### config.mk
export PLATFORM = sky130hd
export DESIGN_NAME = gray_counter_n_flat
export DESIGN_NICKNAME = d
export VERILOG_FILES = /design/src/rtl/gray_counter_n_if.sv /design/src/rtl/gray_counter_n.sv /design/src/flat_wrapper.sv
export SDC_FILE = /design/constraint.sdc
export NUM_CORES = 1
export LEC_CHECK = 0
export ABC_AREA = 1
export CAP_MARGIN = 20
export CORE_MARGIN = 5
export CORE_UTILIZATION = 44
export CTS_BUF_LIST = sky130_fd_sc_hd__clkbuf_16
export DETAILED_ROUTE_END_ITERATION = 10
export DONT_BUFFER_PORTS = 1
export GPL_TIMING_DRIVEN = 0
export PLACE_DENSITY_LB_ADDON = 0.25
export SLEW_MARGIN = 0
export SYNTH_ARGS = -nofsm -noshare
export SYNTH_HDL_FRONTEND = slang
export SYNTH_SLANG_ARGS = --single-unit
### constraint.sdc
create_clock -name clk -period 3.2 [get_ports clk]
set_input_delay 0 -clock clk [delete_from_list [all_inputs] [get_ports clk]]
set_output_delay 0 -clock clk [all_outputs]
set_load 0.03 [all_outputs]
### src/rtl/gray_counter_n_if.sv
// gray_counter_n_if
//   Control and status bundle for gray_counter_n.
//   master : drives clr, ld, ld_val, en, up, cmp_val; observes bin, gray, tc, match
//   slave  : the counter itself (inverse directions)
//   WIDTH must match the WIDTH of the counter it is connected to.
interface gray_counter_n_if #(
  parameter int WIDTH = 4
);
  logic             clr;
  logic             ld;
  logic [WIDTH-1:0] ld_val;
  logic             en;
  logic             up;
  logic [WIDTH-1:0] cmp_val;
  logic [WIDTH-1:0] bin;
  logic [WIDTH-1:0] gray;
  logic             tc;
  logic             match;

  modport master (
    output clr, ld, ld_val, en, up, cmp_val,
    input  bin, gray, tc, match
  );

  modport slave (
    input  clr, ld, ld_val, en, up, cmp_val,
    output bin, gray, tc, match
  );
endinterface

### src/rtl/gray_counter_n.sv
// gray_counter_n
//   Parametrised up/down Gray-code counter with clear, load, enable,
//   wrap or saturate at the limits, compare-match and terminal-event flags.
//   Binary and Gray values are both held in flops, so the Gray bus is
//   glitch-free and safe to sample from another clock domain.
// Parameters:
//   WIDTH    : counter width in bits (2..32)
//   SATURATE : 0 = wrap modulo 2^WIDTH, 1 = hold at the limit
// Ports:
//   clk  : clock, rising edge
//   rst  : asynchronous active-high reset, clears every output register
//   bus  : gray_counter_n_if.slave
//          in  clr, ld, ld_val, en, up, cmp_val
//          out bin, gray, tc, match (all registered)
module gray_counter_n #(
  parameter int WIDTH    = 4,
  parameter bit SATURATE = 1'b0
) (
  input  logic            clk,
  input  logic            rst,
  gray_counter_n_if.slave bus
);

  localparam logic [WIDTH-1:0] ALL_ONES = {WIDTH{1'b1}};
  localparam logic [WIDTH-1:0] ONE      = {{(WIDTH-1){1'b0}}, 1'b1};

  logic [WIDTH-1:0] r_bin;
  logic [WIDTH-1:0] r_gray;
  logic             r_tc;
  logic             r_match;

  logic [WIDTH-1:0] w_next;
  logic [WIDTH-1:0] w_gray_next;
  logic             w_at_limit;
  logic             w_tc_next;

  // Next binary value; priority clr > ld > en > hold.
  // tc marks an enabled step taken from the limit in the current direction:
  // a wrap when wrapping, a blocked step when saturating.
  always_comb begin
    w_next     = r_bin;
    w_at_limit = 1'b0;
    w_tc_next  = 1'b0;
    if (bus.clr) begin
      w_next = '0;
    end else if (bus.ld) begin
      w_next = bus.ld_val;
    end else if (bus.en) begin
      w_at_limit = bus.up ? (r_bin == ALL_ONES) : (r_bin == '0);
      w_tc_next  = w_at_limit;
      if (w_at_limit && SATURATE) begin
        w_next = r_bin;
      end else if (bus.up) begin
        w_next = r_bin + ONE;
      end else begin
        w_next = r_bin - ONE;
      end
    end
  end

  // Gray image of the next value, so the gray flops load together with bin
  // and are never decoded from the bin flops after the edge.
  assign w_gray_next[WIDTH-1] = w_next[WIDTH-1];

  genvar gi;
  generate
    for (gi = 0; gi < WIDTH-1; gi++) begin : g_gray
      assign w_gray_next[gi] = w_next[gi+1] ^ w_next[gi];
    end
  endgenerate

  // match compares the value being loaded, so it lines up with the bin
  // value it describes on the following cycle.
  always_ff @(posedge clk or posedge rst) begin
    if (rst) begin
      r_bin   <= '0;
      r_gray  <= '0;
      r_tc    <= 1'b0;
      r_match <= 1'b0;
    end else begin
      r_bin   <= w_next;
      r_gray  <= w_gray_next;
      r_tc    <= w_tc_next;
      r_match <= (w_next == bus.cmp_val);
    end
  end

  assign bus.bin   = r_bin;
  assign bus.gray  = r_gray;
  assign bus.tc    = r_tc;
  assign bus.match = r_match;

endmodule

### src/flat_wrapper.sv
// flat-port wrapper written by rule: the top's interface ports become plain ports
module gray_counter_n_flat 
#(
  parameter int WIDTH    = 4,
  parameter bit SATURATE = 1'b0
)
  (clk, rst, bus_clr, bus_ld, bus_ld_val, bus_en, bus_up, bus_cmp_val, bus_bin, bus_gray, bus_tc, bus_match);
  gray_counter_n_if #(.WIDTH(WIDTH)) bus_i ();
  input  logic clk;
  input  logic rst;
  input wire logic [$bits(bus_i.clr)-1:0] bus_clr;
  input wire logic [$bits(bus_i.ld)-1:0] bus_ld;
  input wire logic [$bits(bus_i.ld_val)-1:0] bus_ld_val;
  input wire logic [$bits(bus_i.en)-1:0] bus_en;
  input wire logic [$bits(bus_i.up)-1:0] bus_up;
  input wire logic [$bits(bus_i.cmp_val)-1:0] bus_cmp_val;
  output wire logic [$bits(bus_i.bin)-1:0] bus_bin;
  output wire logic [$bits(bus_i.gray)-1:0] bus_gray;
  output wire logic [$bits(bus_i.tc)-1:0] bus_tc;
  output wire logic [$bits(bus_i.match)-1:0] bus_match;
  assign bus_i.clr = bus_clr;
  assign bus_i.ld = bus_ld;
  assign bus_i.ld_val = bus_ld_val;
  assign bus_i.en = bus_en;
  assign bus_i.up = bus_up;
  assign bus_i.cmp_val = bus_cmp_val;
  assign bus_bin = bus_i.bin;
  assign bus_gray = bus_i.gray;
  assign bus_tc = bus_i.tc;
  assign bus_match = bus_i.match;
  gray_counter_n #(.WIDTH(WIDTH), .SATURATE(SATURATE)) u_core (.clk(clk), .rst(rst), .bus(bus_i));
endmodule
==> impl_metrics.ini <==
[grt]
grt_pass1_wl_um = 2500
grt_pass1_vias = 548
grt_max_degree = 10
grtUsageMet1 = 0.164
grt_use_met3 = 0.0581
grtUsageMet2 = 0.198
antenna_found_initial = 0
grt_usage = 0.134
overflow = 0
grt_busiest_layer = met2

[yosys]
synth_top_cell_area_share = 0.345
syn_area_per_cell_sq_um = 7.24
synth-edff-count = 0
yosysSeqAreaShare = 0.345
synth_commonest_cells = 21 x nand2_1, 16 x inv_1, 10 x nor2_1, 9 x dfrtp_1
syn-num-nets = 107
ys_async_sr_fraction = 1.00
synth_area_leader_cell = dfrtp_1
synth-seq-cells = 9
syn_area_sq_um = 652
ys.flop_type = dfrtp_1
synth_area_leaders = dfrtp_1 35%, nand2_1 12%, inv_1 9.2%
yosysMostFrequentCell = nand2_1
yosysWarningCount = 0
ys_types = 21
synthCells = 90

[worst_setup_path]
end_kind = flop
cp.buffers_inverters = 2
cp.arrival_ns = 2.22
path_common_cell = nand2_1
crit_family = simple AND/OR/NAND/NOR gates
worst_setup_path_start_kind = flop
reg2reg_depth = 12
crit_chain = inv_1 -> fa_1 -> inv_1 -> nand2_1 -> nand3_2 -> nand2_4 -> nand2_2 -> nand2_1 -> nand2_1 -> nor2_1 -> nand2_1 -> nor2_2
required_ns = 3.37
critPathSlowestCell = dfrtp_1
path_class = reg2reg
crit_fanout = 5
slowest_delay_ns = 0.60
r2r_setup_slack_ns = 1.15
cp.depth = 12

[floorplan]
dieArea_sq_um = 2350
ios = 24
dieWidth_um = 48.5
core_area_sq_um = 1350
rows = 13
die_y_um = 48.5
start_util = 0.483

[min_path]
hold_depth = 3
hold_class = in2reg

[job]
maxCapViolations = 0

[final_layout]
nets = 116
drive_gt1_frac = 0.173
antenna_cells = 0
fill_cells = 127
fin_util = 0.585
syn_to_final_growth_pct = 21.1

[timing]
finalCriticalPeriod_ns = 2.05
setup_viol = 0
fin_crit_sh = 0.642
worstMarginPinSlew_ns = 0.455
slew_viol_final = 0
max_freq_ghz = 0.487
slew_headroom = 0.696
rsz0062_at_grt = false
hold_viol = 0
fin_ws_ns = 1.15
skew_ns = 0.000840
fin_setup_tns_ns = 0

[clocking]
post-cts-setup-buffers = 0
cts_resized = 0
cts_sinks = 9
h-tree-depth = 1
numCtsBuffers = 3
clk_pin_slew_worst_paths_ns = 0.04
cts_buffer_depth = 2
cts_tree = built
clkLatencyLatePin_ns = 0.23
cts_root_buffer = clkbuf_16

[detailed_routing]
drcViolationCount = 0
routed_wl_um = 1350
drt-pass1-iter-count = 4
routedWlPerCell_um = 11.9
vias = 577
detail_route.iter0.violations = 7
final_antenna_net_count = 0
vias_per_cell = 5.11

[power]
p_leak_nw = 0.444
power.total_w = 0.000443
vdd_ir_drop_max_v = 0.000211
p_per_area_nw_per_um2 = 562

[place]
hpwlAfterDp_um = 1040
dp_slack_ns = 1.15
io_buffers = 0
gp_congestion = 0.805

[status]
status = complete, no violations
-- path summary, 6_finish.rpt --
check / endpoint / from
max: u_core.bus.match / u_core.bus.bin[0]
min: u_core.bus.bin[2] / bus_clr
max reg2reg: u_core.bus.match / u_core.bus.bin[0]
min reg2reg: u_core.bus.bin[0] / u_core.bus.bin[0]
max in group asynchronous: u_core.bus.match / rst
min in group asynchronous: u_core.bus.gray[2] / rst
-- power breakdown --
part	internal, W	switching [W]
registers	0.000125	0.0000333
logic	0.0000294	0.0000438
clock network	0.000163	0.0000488
total	0.000317	0.000126
-- layer usage --
layer / part of all wire / wire (um)
met2: 0.48 / 646
met3: 0.10 / 136
met4: 0.020 / 27
met1: 0.40 / 536
met5: 0 / 0
-- sequential cells by signal (all words and copies together) (netlist names) --
signal,flops
u_core.bus.bin,4
u_core.bus.gray,3
u_core.bus.match,1
u_core.bus.tc,1
-- cell usage in the layout, fill, tap and decap left out, types with 3 or more instances in the layout --
master / count
nand2_1: 21
inv_1: 17
nor2_1: 10
dfrtp_1: 9
nand3_1: 6
nand2_2: 6
dlygate4sd3_1: 4
a21oi_1: 3
xor2_1: 3
clkbuf_16: 3
-- through the flow --
| step | area, sq um | instances | hold slack [ns] |
|---|---|---|---|
| CTS | 790 | 113 | 0.00394 |
| detailed placement | 671 | 105 | -0.142 |
| global route | 790 | 113 | 0.0322 |
| finish | 790 | 113 | 0.00552 |
| global placement | 671 | 105 | -0.141 |
| floorplan | 652 | 90 | -0.172 |
-- cell type report --
type	instances	area (sq um)	share of cell area
Buffer	1	7.51	0.00951
Clock buffer	3	75.1	0.0951
Clock inverter	1	3.75	0.00475
Inverter	18	70.1	0.0887
Multi-Input combinational cell	62	349	0.442
Sequential cell	9	225	0.285
Tap cell	15	18.8	0.0238
Timing Repair Buffer	4	40.0	0.0507
-- worst min-delay path, stage by stage --
cell and delay [ns]:
nor2_1 0.04, nand2_2 0.11, inv_1 0.04
-- what timing repair did --
item                       CTS  global route
hold buffers                 4             0
setup endpoints to repair    0             0
hold endpoints to repair    15             0
-- cells by family after synthesis --
| logic type | Yosys count | synth area share |
|---|---|---|
| fa+ha+maj | 3 | 0.0691 |
| buf+inv | 19 | 0.119 |
| compound gates | 5 | 0.0461 |
| simple gates | 51 | 0.380 |
| xor+xnor | 3 | 0.0403 |
| flops | 9 | 0.345 |
(Power assumes the default switching activity.)
